**src/rtl/fir_mac_filter.sv**
```systemverilog
// fir_mac_filter
//   Time-multiplexed low-pass FIR stage. Every accepted sample is shifted
//   into a TAPS-deep delay line. A serial multiply-accumulate pass then runs
//   over all taps, one tap per clock, using the external combinational
//   Q32.32 multiplier. The finished sum is offered on a valid/ready output.
//
// Ports
//   clk          system clock, all state changes on the rising edge
//   rst          synchronous active-high reset
//   coef_we      coefficient write strobe (accepted only while idle)
//   coef_addr    coefficient index
//   coef_data    coefficient value, signed Q32.32
//   in_valid     in_sample is valid
//   in_ready     block can accept a sample
//   in_sample    input sample, signed Q32.32
//   mul_a        multiplier operand A (delay-line tap), 0 when not in a MAC pass
//   mul_b        multiplier operand B (coefficient), 0 when not in a MAC pass
//   mul_c        multiplier product, combinational from mul_a/mul_b
//   out_valid    out_sample is valid
//   out_ready    downstream accepts out_sample
//   out_sample   filtered sample, signed Q32.32
module fir_mac_filter #(
  parameter int TAPS = 8,
  parameter int AW   = $clog2(TAPS)
) (
  input  logic          clk,
  input  logic          rst,
  input  logic          coef_we,
  input  logic [AW-1:0] coef_addr,
  input  logic [63:0]   coef_data,
  input  logic          in_valid,
  output logic          in_ready,
  input  logic [63:0]   in_sample,
  output logic [63:0]   mul_a,
  output logic [63:0]   mul_b,
  input  logic [63:0]   mul_c,
  output logic          out_valid,
  input  logic          out_ready,
  output logic [63:0]   out_sample
);

  localparam logic [1:0] ST_IDLE = 2'd0;
  localparam logic [1:0] ST_MAC  = 2'd1;
  localparam logic [1:0] ST_OUT  = 2'd2;

  logic [1:0]    state_reg, state_next;
  logic [AW-1:0] idx_reg, idx_next;
  logic [63:0]   acc_reg, acc_next;
  logic [63:0]   out_sample_reg, out_sample_next;

  // Delay line and coefficient table. Both need a full clear on reset and a
  // same-cycle read for the multiplier operands, so they live in registers.
  logic [63:0]   x_reg [TAPS];
  logic [63:0]   h_reg [TAPS];

  logic          accept;
  logic          coef_wr;
  logic          mac_active;
  logic [63:0]   mac_sum;
  logic [TAPS-1:0] coef_hit;

  assign in_ready   = (state_reg == ST_IDLE) && !rst;
  assign accept     = in_valid && in_ready;
  assign out_valid  = (state_reg == ST_OUT) && !rst;
  assign out_sample = out_sample_reg;

  // Operands are only presented during a MAC pass so the multiplier sees
  // zeros while the block is idle or holding a result.
  assign mac_active = (state_reg == ST_MAC) && !rst;
  assign mul_a      = mac_active ? x_reg[idx_reg] : '0;
  assign mul_b      = mac_active ? h_reg[idx_reg] : '0;

  // Product is already Q32.32; accumulate with silent two's-complement wrap.
  assign mac_sum    = acc_reg + mul_c;

  // Coefficients can only change between passes, so a pass always sees a
  // consistent set. A write in the accept cycle lands before tap 0 is read.
  assign coef_wr    = coef_we && (state_reg == ST_IDLE);

  generate
    for (genvar gi = 0; gi < TAPS; gi++) begin : g_coef_dec
      assign coef_hit[gi] = coef_wr && (coef_addr == AW'(gi));
    end
  endgenerate

  always_ff @(posedge clk) begin
    if (rst) begin
      for (int i = 0; i < TAPS; i++) begin
        h_reg[i] <= '0;
      end
    end else begin
      for (int i = 0; i < TAPS; i++) begin
        if (coef_hit[i]) begin
          h_reg[i] <= coef_data;
        end
      end
    end
  end

  // Newest sample enters at x[0]; the oldest falls off the end.
  always_ff @(posedge clk) begin
    if (rst) begin
      for (int i = 0; i < TAPS; i++) begin
        x_reg[i] <= '0;
      end
    end else if (accept) begin
      x_reg[0] <= in_sample;
      for (int i = 1; i < TAPS; i++) begin
        x_reg[i] <= x_reg[i-1];
      end
    end
  end

  always_comb begin
    state_next      = state_reg;
    idx_next        = idx_reg;
    acc_next        = acc_reg;
    out_sample_next = out_sample_reg;
    case (state_reg)
      ST_IDLE: begin
        if (accept) begin
          state_next = ST_MAC;
          idx_next   = '0;
          acc_next   = '0;
        end
      end
      ST_MAC: begin
        acc_next = mac_sum;
        idx_next = idx_reg + AW'(1);
        if (idx_reg == AW'(TAPS - 1)) begin
          // Last tap: the completed sum goes straight to the output register.
          state_next      = ST_OUT;
          out_sample_next = mac_sum;
        end
      end
      ST_OUT: begin
        if (out_ready) begin
          state_next = ST_IDLE;
        end
      end
      default: begin
        state_next = ST_IDLE;
      end
    endcase
  end

  always_ff @(posedge clk) begin
    if (rst) begin
      state_reg      <= ST_IDLE;
      idx_reg        <= '0;
      acc_reg        <= '0;
      out_sample_reg <= '0;
    end else begin
      state_reg      <= state_next;
      idx_reg        <= idx_next;
      acc_reg        <= acc_next;
      out_sample_reg <= out_sample_next;
    end
  end

endmodule

```
**config.mk**
```make
export PLATFORM = sky130hd
export DESIGN_NAME = fir_mac_filter
export DESIGN_NICKNAME = d
export VERILOG_FILES = /design/src/rtl/fir_mac_filter.sv
export SDC_FILE = /design/constraint.sdc
export NUM_CORES = 2
export LEC_CHECK = 0
export CORE_MARGIN = 2
export CORE_UTILIZATION = 42
export DETAILED_ROUTE_END_ITERATION = 8
export GPL_TIMING_DRIVEN = 0
export HOLD_SLACK_MARGIN = 0.12
export PLACE_DENSITY = 0.59
export SYNTH_ARGS = -nofsm -noshare
export SYNTH_HDL_FRONTEND = slang
export SYNTH_SLANG_ARGS = --single-unit
```
**constraint.sdc**
```tcl
create_clock -name clk -period 45.6 [get_ports clk]
set_input_delay 11.4 -clock clk [delete_from_list [all_inputs] [get_ports clk]]
set_output_delay 11.4 -clock clk [all_outputs]
set_load 0.02 [all_outputs]
```
==> flow_metrics.tcl <==
set metrics [dict create \
    dr.pass1.iters 6 \
    skew_ns 0.02035 \
    ir_worst_vdd_mv 0.03414 \
    cts-resized-gates 0 \
    power.share.clock_pct 39.7 \
    yosysTopAreaCell "edfxtp_1" \
    met1Wirelength_um 65390 \
    placed_area_mm2 0.05935 \
    clock-sinks 1160 \
    crit-reg2reg-capture "acc_reg[19]" \
    whs_path_depth 2 \
    synthArstFlopShare_pct 0 \
    p_comb_share_pct 11.6 \
    grt_pass1_wl_um 230100 \
    drtIter0Drc 3695 \
    synth_cells 3903 \
    routed_wirelength_um 156900 \
    fin_crit_ns 26.44 \
    coreArea_mm2 0.1252 \
    clock.fmax_mhz 37.82 \
    fin_crit_sh_pct 57.99 \
    nNetsFinal 4709 \
    max_stage_delay_ns 0.84 \
    netlist_area_mm2 0.05287 \
    grt_overflow 0 \
    die_x_um 358.8 \
    p_switching_uw 636.6 \
    wire_per_inst_um 25.32 \
    die-area_mm2 0.1287 \
    cts_buffers 131 \
    drive_gt1_share_pct 10.74 \
    syn2layout_area_growth_pct 20.00 \
    clkSlewWorstSetupHoldPaths_ns 0.06 \
    yosysTopAreaCellShare_pct 58.16 \
    clock_path_buffers 3 \
    drc 0 \
    wl_met3_um 12330 \
    crit_chain "clkbuf_1 -> inv_2 -> nand2_1 -> clkbuf_2 -> clkbuf_1 -> nor2_1 -> clkdlybuf4s50_1" \
    h-tree-depth 4 \
    synth_area_leaders "edfxtp_1 58%, mux4_2 11%, dfxtp_1 5.1%, and3_1 4.6%, nor2_1 4.0%" \
    place_congestion 0.9121 \
    crit_required_ns 34.20 \
    crit_top_cell "clkbuf_1" \
    avgSynthCellArea_um2 13.55 \
    vias_per_cell 5.670 \
    post_cts_buffers 0 \
    rsz0062_at_grt "false" \
    root_buffer "clkbuf_16" \
    whs_endpoint "out_sample[22]" \
    synth_cell_types 72 \
    power_switching_share_pct 24.86 \
    vias 35150 \
    setup_viol 0 \
    p_leak_nw 23.57 \
    die_y_um 358.8 \
    fin_tns_setup_ns 0 \
    synth_edf_count 1024 \
    grt_use_total_pct 24.07 \
    r2r_slack_ns 41.18 \
    slowest_stage "clkbuf_2" \
    antenna_found_initial 17 \
    crit_fanout 10 \
    dp_hpwl_um 106700 \
    hold_class "flip-flop to flip-flop" \
    synthesis.nets 4169 \
    grt_pass1_vias 35400 \
    ios 394 \
    powerDensity_mw_per_mm2 40.36 \
    timing_worst_setup_path_type "primary input to output pin" \
    wl_met2_um 73920 \
    num_rows 130 \
    reg2reg_depth 8 \
    reg2reg_from "state_reg[0]" \
    yosysWarnings 0 \
    tightest_slew_ns 1.381 \
    drv_cap 0 \
    crit_path_start_kind "primary input" \
    highest_layer "met5" \
    grt_start_max_net_pins 72 \
    start_util_pct 42.21 \
    worst_setup_path_end_kind "output pin" \
    cts_tree "yes" \
    clk_latency_ns 0.74 \
    synth-seq-cells 1160 \
    p_int_mw 1.924 \
    io_buffer_count 391 \
    ys.flop_type "edfxtp_1" \
    finalPower_mw 2.561 \
    arrival_ns 15.04 \
    status "finished clean" \
    seqPwrFrac_pct 48.7 \
    seq_area_frac_synth_pct 63.31 \
    min_from "out_sample[22]" \
    slew_violations 0 \
    slew_headroom_pct 7.258 \
    antenna_left 0 \
    hold_violations 0 \
    cts-hold-fix-buffers 0 \
    fin_area_mm2 0.06345 \
]
==> worst max-delay path, delay by kind of cell <==
kind | cells | cell delay [ns]
buf+inv | 5 | 2.67
simple gates | 2 | 0.92
==> cell families after synthesis <==
| logic type | Yosys count | share of synthesized area, % |
|---|---|---|
| flops | 1160 | 63.31 |
| buf+inv | 389 | 2.781 |
| simple gates | 1481 | 13.55 |
| xor+xnor | 63 | 1.044 |
| fa+ha+maj | 66 | 1.576 |
| mux | 386 | 13.37 |
| compound gates | 358 | 4.371 |
==> worst max-delay path by stage <==
stage / startpoint / endpoint
after global routing: rst / mul_b[39]
after CTS: rst / mul_b[4]
after global placement: rst / acc_reg[19]
after detailed placement: rst / mul_b[4]
final: rst / mul_b[23]
after floorplan: rst / acc_reg[19]
==> synth_stat cells (4+ instances only) <==
cell	count
nor3_1	19
inv_1	84
and2_1	4
buf_2	4
nor4_1	7
buf_1	50
xnor2_1	35
a21oi_1	144
mux2i_1	130
clkbuf_1	248
dfxtp_1	136
edfxtp_1	1024
nand2b_1	5
nor4b_1	4
and4_1	4
a22o_1	26
and3_1	390
or3_1	7
xor2_1	28
o31ai_1	5
nand3_1	42
a211o_1	4
a31oi_1	20
a21o_1	30
mux4_2	256
o211ai_1	6
o21bai_1	19
o21ai_0	51
o21a_1	7
nand4_1	25
nor2_1	566
a211oi_1	7
nand2_1	259
nor2b_1	137
ha_1	65
==> cells in the final DEF, fill, tap and decap left out, drive strengths merged, types with 4 or more instances in the layout <==
master / n
mux4: 256
nor2b: 137
mux2i: 130
diode: 6
and2: 4
o21bai: 19
or3: 7
a21oi: 144
clkdlybuf4s50: 391
o21a: 7
dfxtp: 136
nor3: 19
bufinv: 6
nand2: 260
a21o: 32
and4: 4
clkbuf: 413
nand4: 25
ha: 65
xnor2: 35
nor4b: 4
buf: 71
nor4: 7
o31ai: 5
a22o: 26
nand3: 42
o211ai: 7
a211oi: 7
xor2: 28
nor2: 566
clkinv: 53
and3: 390
edfxtp: 1024
nand2b: 5
inv: 93
o21ai: 52
a31oi: 21
a211o: 5
==> final cells by class <==
cell class	count	area, um2
fillers	10970	61800
flip-flops and latches	1160	33470
multi-input cells	2354	18000
repair buffers	407	4347
clock buffers	164	3527
well taps	1650	2064
plain buffers	304	1156
clock inverters	69	544.3
inverters	85	319.1
diodes	6	15.01
==> through the flow <==
stage          hold WS (ns)  util [%]  cells  setup slack, ns
2_1_floorplan        0.4291         -   3903            20.37
3_3_place_gp         0.4387     46.99   5944            10.80
3_5_place_dp         0.4485     47.39   5960            19.13
4_1_cts              0.4569     50.64   6193            19.12
5_1_grt              0.4723     50.65   6197            18.92
6_report             0.4552     50.66   6199            19.16
==> per-layer routing <==
layer,up-vias,GRT usage [%]
met2,1402,38.10
li1,15670,-
met4,10,9.101
met5,-,0
met3,236,4.943
met1,17830,32.81
==> power groups by stage <==
stage / logic (mW) / registers, mW / clock network [mW]
floorplan: 0.185 / 1.28 / 0
global placement: 0.288 / 1.29 / 0
detailed placement: 0.297 / 1.27 / 0
CTS: 0.299 / 1.25 / 1.03
global route: 0.321 / 1.25 / 1.07
finish: 0.297 / 1.25 / 1.02
Power figures use the tool's default switching activity.
